===== src/rtl/mem_scheduler.sv =====
// Shares the byte-wide RAM port between instruction fetch and the load/store client.
// Round-robin arbitration, byte serialisation, read reassembly, I/O store throttling and flush.
module mem_scheduler #(
    parameter logic [31:0] IO_BASE = 32'h0003_0000
) (
    input  logic        clk,
    input  logic        rst,
    input  logic        en,
    input  logic        if_req_i,
    input  logic [31:0] if_adr_i,
    output logic        if_done_o,
    output logic [31:0] if_ins_o,
    input  logic        d_req_i,
    input  logic        d_we_i,
    input  logic [2:0]  d_len_i,
    input  logic        d_sext_i,
    input  logic [31:0] d_adr_i,
    input  logic [31:0] d_dat_i,
    output logic        d_done_o,
    output logic [31:0] d_dat_o,
    input  logic [7:0]  ram_dat_i,
    output logic [7:0]  ram_dat_o,
    output logic [31:0] ram_adr_o,
    output logic        ram_rwen_o,
    input  logic        io_buffer_full,
    input  logic        flush_i
);

    typedef enum logic [2:0] {StIdle, StIfRd, StDRd, StDWr, StIoWait} state_t;

    state_t      state_q, state_d;
    logic        last_if_q, last_if_d;
    logic [2:0]  cyc_q, cyc_d;
    logic [2:0]  len_q, len_d;
    logic [31:0] base_q, base_d;
    logic [31:0] wdat_q, wdat_d;
    logic        sext_q, sext_d;
    logic [31:0] rbuf_q, rbuf_d;
    logic [31:0] adr_q, adr_d;
    logic [7:0]  wbyte_q, wbyte_d;
    logic        rwen_q, rwen_d;
    logic        if_done_q, if_done_d;
    logic        d_done_q, d_done_d;
    logic [31:0] if_ins_q, if_ins_d;
    logic [31:0] d_dat_q, d_dat_d;

    logic [2:0] cyc_nxt;
    logic [1:0] rx_idx;
    logic       is_io;
    logic       if_pend;
    logic       d_pend;

    assign cyc_nxt = cyc_q + 3'd1;
    assign rx_idx  = cyc_q[1:0] - 2'd1;
    assign is_io   = (d_adr_i >= IO_BASE);
    // A client is still holding its request during its own done cycle; don't regrant it.
    assign if_pend = if_req_i && !if_done_q;
    assign d_pend  = d_req_i && !d_done_q;

    function automatic logic [31:0] load_ext(input logic [31:0] b, input logic [2:0] len,
                                             input logic sx);
        case (len)
            3'd1:    load_ext = {{24{sx & b[7]}}, b[7:0]};
            3'd2:    load_ext = {{16{sx & b[15]}}, b[15:0]};
            default: load_ext = b;
        endcase
    endfunction

    always_comb begin
        state_d   = state_q;
        last_if_d = last_if_q;
        cyc_d     = cyc_q;
        len_d     = len_q;
        base_d    = base_q;
        wdat_d    = wdat_q;
        sext_d    = sext_q;
        rbuf_d    = rbuf_q;
        adr_d     = adr_q;
        wbyte_d   = wbyte_q;
        rwen_d    = rwen_q;
        if_done_d = 1'b0;
        d_done_d  = 1'b0;
        if_ins_d  = if_ins_q;
        d_dat_d   = d_dat_q;
        unique case (state_q)
            StIdle: begin
                if (!flush_i) begin
                    if (d_pend && (!if_pend || last_if_q)) begin
                        last_if_d = 1'b0;
                        base_d    = d_adr_i;
                        wdat_d    = d_dat_i;
                        sext_d    = d_sext_i;
                        len_d     = is_io ? 3'd1 : d_len_i;
                        cyc_d     = 3'd0;
                        rbuf_d    = 32'd0;
                        adr_d     = d_adr_i;
                        wbyte_d   = d_dat_i[7:0];
                        if (!d_we_i) begin
                            state_d = StDRd;
                        end else if (is_io) begin
                            state_d = StIoWait;
                            rwen_d  = !io_buffer_full;
                        end else begin
                            state_d = StDWr;
                            rwen_d  = 1'b1;
                        end
                    end else if (if_pend) begin
                        last_if_d = 1'b1;
                        base_d    = if_adr_i;
                        len_d     = 3'd4;
                        cyc_d     = 3'd0;
                        rbuf_d    = 32'd0;
                        adr_d     = if_adr_i;
                        state_d   = StIfRd;
                    end
                end
            end
            StIfRd, StDRd: begin
                if (flush_i) begin
                    state_d = StIdle;
                end else begin
                    cyc_d = cyc_nxt;
                    if (cyc_nxt < len_q) adr_d = base_q + {29'd0, cyc_nxt};
                    // Byte i arrives one cycle after its address, i.e. while cyc_q == i+1.
                    if (cyc_q != 3'd0) rbuf_d[{rx_idx, 3'b000} +: 8] = ram_dat_i;
                    if (state_q == StIfRd && cyc_q == 3'd1 && ram_dat_i[1:0] != 2'b11)
                        len_d = 3'd2;
                    if (cyc_q != 3'd0 && cyc_q == len_d) begin
                        state_d = StIdle;
                        if (state_q == StIfRd) begin
                            if_ins_d  = rbuf_d;
                            if_done_d = 1'b1;
                        end else begin
                            d_dat_d  = load_ext(rbuf_d, len_q, sext_q);
                            d_done_d = 1'b1;
                        end
                    end
                end
            end
            StDWr: begin
                if (cyc_nxt < len_q) begin
                    cyc_d   = cyc_nxt;
                    adr_d   = base_q + {29'd0, cyc_nxt};
                    wbyte_d = wdat_q[{cyc_nxt[1:0], 3'b000} +: 8];
                end else begin
                    rwen_d   = 1'b0;
                    d_done_d = 1'b1;
                    state_d  = StIdle;
                end
            end
            StIoWait: begin
                if (rwen_q) begin
                    rwen_d   = 1'b0;
                    d_done_d = 1'b1;
                    state_d  = StIdle;
                end else if (!io_buffer_full) begin
                    rwen_d = 1'b1;
                end
            end
            default: state_d = StIdle;
        endcase
    end

    always_ff @(posedge clk) begin
        if (rst) begin
            state_q   <= StIdle;
            last_if_q <= 1'b1;
            cyc_q     <= 3'd0;
            len_q     <= 3'd0;
            base_q    <= 32'd0;
            wdat_q    <= 32'd0;
            sext_q    <= 1'b0;
            rbuf_q    <= 32'd0;
            adr_q     <= 32'd0;
            wbyte_q   <= 8'd0;
            rwen_q    <= 1'b0;
            if_done_q <= 1'b0;
            d_done_q  <= 1'b0;
            if_ins_q  <= 32'd0;
            d_dat_q   <= 32'd0;
        end else if (en) begin
            state_q   <= state_d;
            last_if_q <= last_if_d;
            cyc_q     <= cyc_d;
            len_q     <= len_d;
            base_q    <= base_d;
            wdat_q    <= wdat_d;
            sext_q    <= sext_d;
            rbuf_q    <= rbuf_d;
            adr_q     <= adr_d;
            wbyte_q   <= wbyte_d;
            rwen_q    <= rwen_d;
            if_done_q <= if_done_d;
            d_done_q  <= d_done_d;
            if_ins_q  <= if_ins_d;
            d_dat_q   <= d_dat_d;
        end
    end

    assign if_done_o  = if_done_q;
    assign if_ins_o   = if_ins_q;
    assign d_done_o   = d_done_q;
    assign d_dat_o    = d_dat_q;
    assign ram_adr_o  = adr_q;
    assign ram_dat_o  = wbyte_q;
    assign ram_rwen_o = rwen_q & en;

endmodule


===== config.mk =====
export PLATFORM = sky130hd
export DESIGN_NAME = mem_scheduler
export DESIGN_NICKNAME = d
export VERILOG_FILES = /design/src/rtl/mem_scheduler.sv
export SDC_FILE = /design/constraint.sdc
export NUM_CORES = 1
export LEC_CHECK = 0
export ABC_AREA = 1
export CAP_MARGIN = 25
export CELL_PAD_IN_SITES_DETAIL_PLACEMENT = 2
export CELL_PAD_IN_SITES_GLOBAL_PLACEMENT = 2
export CORE_UTILIZATION = 37
export DETAILED_ROUTE_END_ITERATION = 8
export DONT_BUFFER_PORTS = 1
export PLACE_DENSITY = 0.85
export SETUP_SLACK_MARGIN = 0.5
export SLEW_MARGIN = 20
export SYNTH_ARGS = -nofsm -noshare
export SYNTH_HDL_FRONTEND = slang
export SYNTH_SLANG_ARGS = --single-unit

===== constraint.sdc =====
create_clock -name clk -period 5.94 [get_ports clk]
set_clock_uncertainty 0.1 [all_clocks]
set_input_delay 1.188 -clock clk [delete_from_list [all_inputs] [get_ports clk]]
set_output_delay 1.188 -clock clk [all_outputs]
set_load 0.005 [all_outputs]

==> results <==
- The flow ran to the end, and the final reports show no timing, DRC or antenna violations.
- The TritonCTS sink count is around 210.
- The die boundary width is 178 um.
- In this run the most critical hold path is launched from rbuf_q[17].
- The number of pins exceeding their max-slew limit in the final report is 0.
- The number of post-CTS setup repair buffers is 0.
- The number of buffers between clock root and the deepest sink is 3.
- Summing all multi-input logic gate instances after layout gives 5950 um^2.
- After detailed routing, the total wire length is 42900 um.
- On the worst path, the slowest cell contributes a delay of 0.76 ns.
- After detailed routing, the average wire length per cell comes to 20.2 um.
- Summing the sequential cell areas from Yosys gives between 30 and 40% of the chip area.
- The terminus of the critical flop-to-flop path is ram_adr_o[20].
- The area enclosed by the die boundary is 31500 um^2.
- The signal on the critical path passes through inv_1, nor2_2, nand2_1, nand2_2, inv_2, nand2_1, buf_4, clkinv_1, nor2_1, nor2_1.
- The initial cell density of the core is 38.1%.
- VDD sags by at most ~0.18 mV.
- The final layout net count is 1843.
- Prior to clock tree synthesis, the placed netlist has a worst setup slack of 1.39 ns.
- Counting every instance in the synthesized netlist gives 1768.
- Sequential cells burn 38.9% of the power.
- Measured on the finished design, the core utilization comes to 41.5%.
- The post-route antenna net violation count is 0.
- The analysis attributes to net switching a power of 1.66 mW.
- The detailed router put a total of 18000 um of wire on met1.
- The fill cell total of the finished layout is 3618.
- The summed instance area of the synthesized netlist is 11400 um^2.
- The worst endpoint required time is ~6.3 ns.
- For this block, the initial DRC count from the detailed router was 449.
- The power after layout is 4.54 mW.
- The total negative setup slack is 0 ns.
- The global placer's final weighted congestion is 0.855.
- The later pin in the worst-skew pair is clocked with a latency of approximately 0.54 ns.
- Following the worst setup path forward leads to its endpoint at wdat_q[17].
- In the synthesized netlist the dominant register cell turns out to be dfxtp_1.
- The number of storage elements in the synthesis netlist is about 210.
- Signal routing reaches up to met4.
- The kind of critical path is input pin to flop.
- TritonCTS built the clock tree.
- Setup repair after global routing left no endpoint under its margin.
- In the final layout, flip-flops and latches occupy 4280 um^2.
- The portion of the clock cycle consumed by the worst path in the final layout is 67.6%.
- The number of gates resized after CTS was 0.
- In this run the worst setup path begins at if_req_i.
- The non-filler instance count after layout is roughly 2100.
- For the worst setup path, the data arrival time is roughly 4.3 ns.
- The worst setup path is launched from an input pin.
- The fmax is 0.249 GHz.
- The via count is between 10000 and 15000.
- After clock tree synthesis, the clock-pin slew on the worst setup and hold paths is 0.06 ns.
- The ratio of cells with drive above 1 in the final layout is 10.1%.
- The number of ports placed on the die boundary is 223.
- The first-pass iteration count of the detailed router is 4.
- The finished cells cover 12400 um^2.
- In this run the standard cell core region covers ~30000 um^2.
- The number of global-route vias before repair is ~12000.
- Dividing total power by cell area gives a power density of roughly 360 nW/um^2.
- The number of nets handed over by synthesis was about 1900.
- The number of buffers and inverters on the critical path is 4.
- In this run the number of H-tree levels came out at 1.
- Hold repair after CTS inserted 0 buffers.
- The count of cell types in the netlist is 40.
- The CTS buffer count is 26.
- The count of unresolved DRC violations after routing is 0.
- In the post-route analysis, the smallest setup slack over all paths is 1.92 ns.
- The overall overflow remaining after global route is 0.
- During synthesis, Yosys emitted a total of 0 warnings.
- The smallest hold slack is about 0.36 ns.
- The part of the total power dissipated in the clock network is 36.1%.
- In this run the critical register-to-register path is launched from cyc_q[0].
- The worst setup path is captured at a flop.
- The synthesized design contains 0 enable-type register cells.
- Dividing the synthesized area by the synthesized cell count gives between 6 and 7 um^2.
- The routed length on met2 is 21900 um.
- CTS placed an instance of clkbuf_16 at the clock tree root.
- The number of hold-slack violations in the final timing report is 0.
- In this run switching power makes up 36.5% of total power.
- The count of buffers added on input and output ports is 0.
- The clock period minus worst slack is 4.02 ns.
- The vertical extent of the die is 178 um.
- The gate family responsible for the most delay along the worst path is buffers and inverters.
- Across every metal layer, demand over resource in global routing totals 27.1%.
- After floorplanning, the core was divided into between 60 and 70 placement rows.
- The slack of the worst reg-to-reg path is approximately 2.0 ns.
- Summed over all nets, wire length on met3 after detailed routing comes to 2110 um.
- The slew at the pin with the worst max-slew slack is 0.962 ns.
- The initial antenna violation count is 0.
- The pin count of the biggest net entering global routing is 107.
- The type of the most critical hold path is flop to flop.
- The worst-path cell with the longest stage delay is clkinv_1.
- The number of antenna diodes in the final layout is 0.
- Combinational logic is responsible for 25.1% of the overall power.
- Dividing the detail-routed via count by the number of cells gives 5.40.
- The normalized max-slew margin is 35.8%.
- In this run the static leakage power is 5.20 nW.
- Cell internal power was estimated by the tool at approximately 2.9 mW.
- The fraction of registers with async set/reset is 0%.
- In this run the cell area measured after placement is between 10000 and 15000 um^2.
- The HPWL after detailed placement is ~30000 um.
- The total instance count after detailed placement is between 2000 and 2500.
- The instance count along the most critical hold path is 2.
- The area growth from synthesis to layout is 9.01%.
- The cell count of the worst reg-to-reg path is 11.
- The first-pass GRT wire length is 67400 um.
- Along the worst path, the maximum fanout reaches 42.
- The depth of the critical timing path with buffers and inverters included is 10.
- Max-cap violations in this run came to 0.
- The number of setup violations in the final report is 0.
==> worst min path at each step <==
stage	to	slack, ns
2_1_floorplan	wdat_q[0]	0.33
3_3_place_gp	wdat_q[4]	0.34
3_5_place_dp	rbuf_q[0]	0.35
4_1_cts	rbuf_q[0]	0.36
5_1_grt	rbuf_q[8]	0.37
6_report	rbuf_q[17]	0.36
==> area by class of cell <==
type,count,share of cell area (%)
Multi-Input combinational cell,1270,47.9
Sequential cell,214,34.5
Clock buffer,40,6.47
Inverter,196,5.96
Tap cell,390,3.92
Timing Repair Buffer,8,0.745
Clock inverter,8,0.574
==> metal layers <==
| layer | track usage (%) | up-vias |
|---|---|---|
| met2 | 50.6 | 228 |
| met3 | 4.84 | 62 |
| met5 | 0 | - |
| li1 | - | 5512 |
| met4 | 6.55 | 0 |
| met1 | 31.5 | 5689 |
==> synthesized netlist by cell type (2+ instances only) <==
| cell | number | area (um^2) |
|---|---|---|
| inv_2 | 42 | 158 |
| buf_8 | 2 | 30.0 |
| nor3_1 | 18 | 90.1 |
| nand3b_1 | 13 | 97.6 |
| o21ai_1 | 13 | 65.1 |
| inv_1 | 150 | 563 |
| nor2_4 | 7 | 78.8 |
| nor2_1 | 246 | 923 |
| o211ai_1 | 6 | 45.0 |
| nand2_1 | 446 | 1670 |
| o22ai_1 | 2 | 12.5 |
| a21oi_1 | 130 | 651 |
| a31oi_1 | 15 | 93.8 |
| nor2_2 | 16 | 100 |
| ha_1 | 10 | 125 |
| buf_4 | 4 | 30.0 |
| dfxtp_1 | 214 | 4280 |
| nand3_1 | 103 | 515 |
| nand4_1 | 5 | 31.3 |
| nand2_2 | 28 | 175 |
| nor4_1 | 3 | 18.8 |
| xor2_1 | 6 | 52.6 |
| o21ai_0 | 165 | 826 |
| buf_1 | 8 | 30.0 |
| o21a_1 | 8 | 60.1 |
| nand3_2 | 4 | 40.0 |
| buf_2 | 22 | 110 |
| clkinv_1 | 3 | 11.3 |
| clkbuf_1 | 46 | 173 |
| or2_2 | 7 | 43.8 |
| buf_6 | 6 | 67.6 |
| nand2_4 | 12 | 135 |
==> state kept, by name (all words and copies together), names as in the netlist <==
| signal | flops |
|---|---|
| len_q | 3 |
| if_done_o | 1 |
| d_dat_o | 32 |
| sext_q | 1 |
| cyc_q | 3 |
| state_q | 3 |
| ram_adr_o | 32 |
| ram_dat_o | 8 |
| d_done_o | 1 |
| wdat_q | 32 |
| rwen_q | 1 |
| if_ins_o | 32 |
| last_if_q | 1 |
| rbuf_q | 32 |
| base_q | 32 |
==> cell usage in the layout, fill, tap and decap left out, types with 10 or more instances in the layout <==
master,n
o21ai_0,165
nor3_1,18
nand3_1,103
a31oi_1,15
nand2_2,28
clkbuf_16,27
nand2_1,446
o21ai_1,12
nand3b_1,13
ha_1,10
inv_2,42
nor2_2,15
a21oi_1,130
nand2_4,12
dfxtp_1,214
nor2_1,246
inv_1,149
==> logic make-up after synthesis <==
kind of cell             after synthesis  share of synthesized area [%]
AND/OR/NAND/NOR                      911                           34.8
flip-flops                           214                           37.6
XOR/XNOR                               6                          0.461
buffers and inverters                284                           10.3
AO/OA/AOI/OAI                        342                           15.6
adder cells (fa/ha/maj)               11                           1.27
==> power by group through the flow <==
stage	Combinational (mW)	Clock (mW)	Sequential [mW]
after global placement	1.08	0	1.78
after CTS	1.15	1.67	1.76
after detailed placement	1.13	0	1.79
after global routing	1.27	1.72	1.78
after floorplan	0.857	0	1.73
final	1.14	1.64	1.76
==> tightest hold or removal path: cells and delay by family (launching register included) <==
kind / cells / cell delay, ns
simple gates: 1 / 0.06
compound gates: 1 / 0.06
flops: 1 / 0.31
Power figures use the tool's default switching activity.
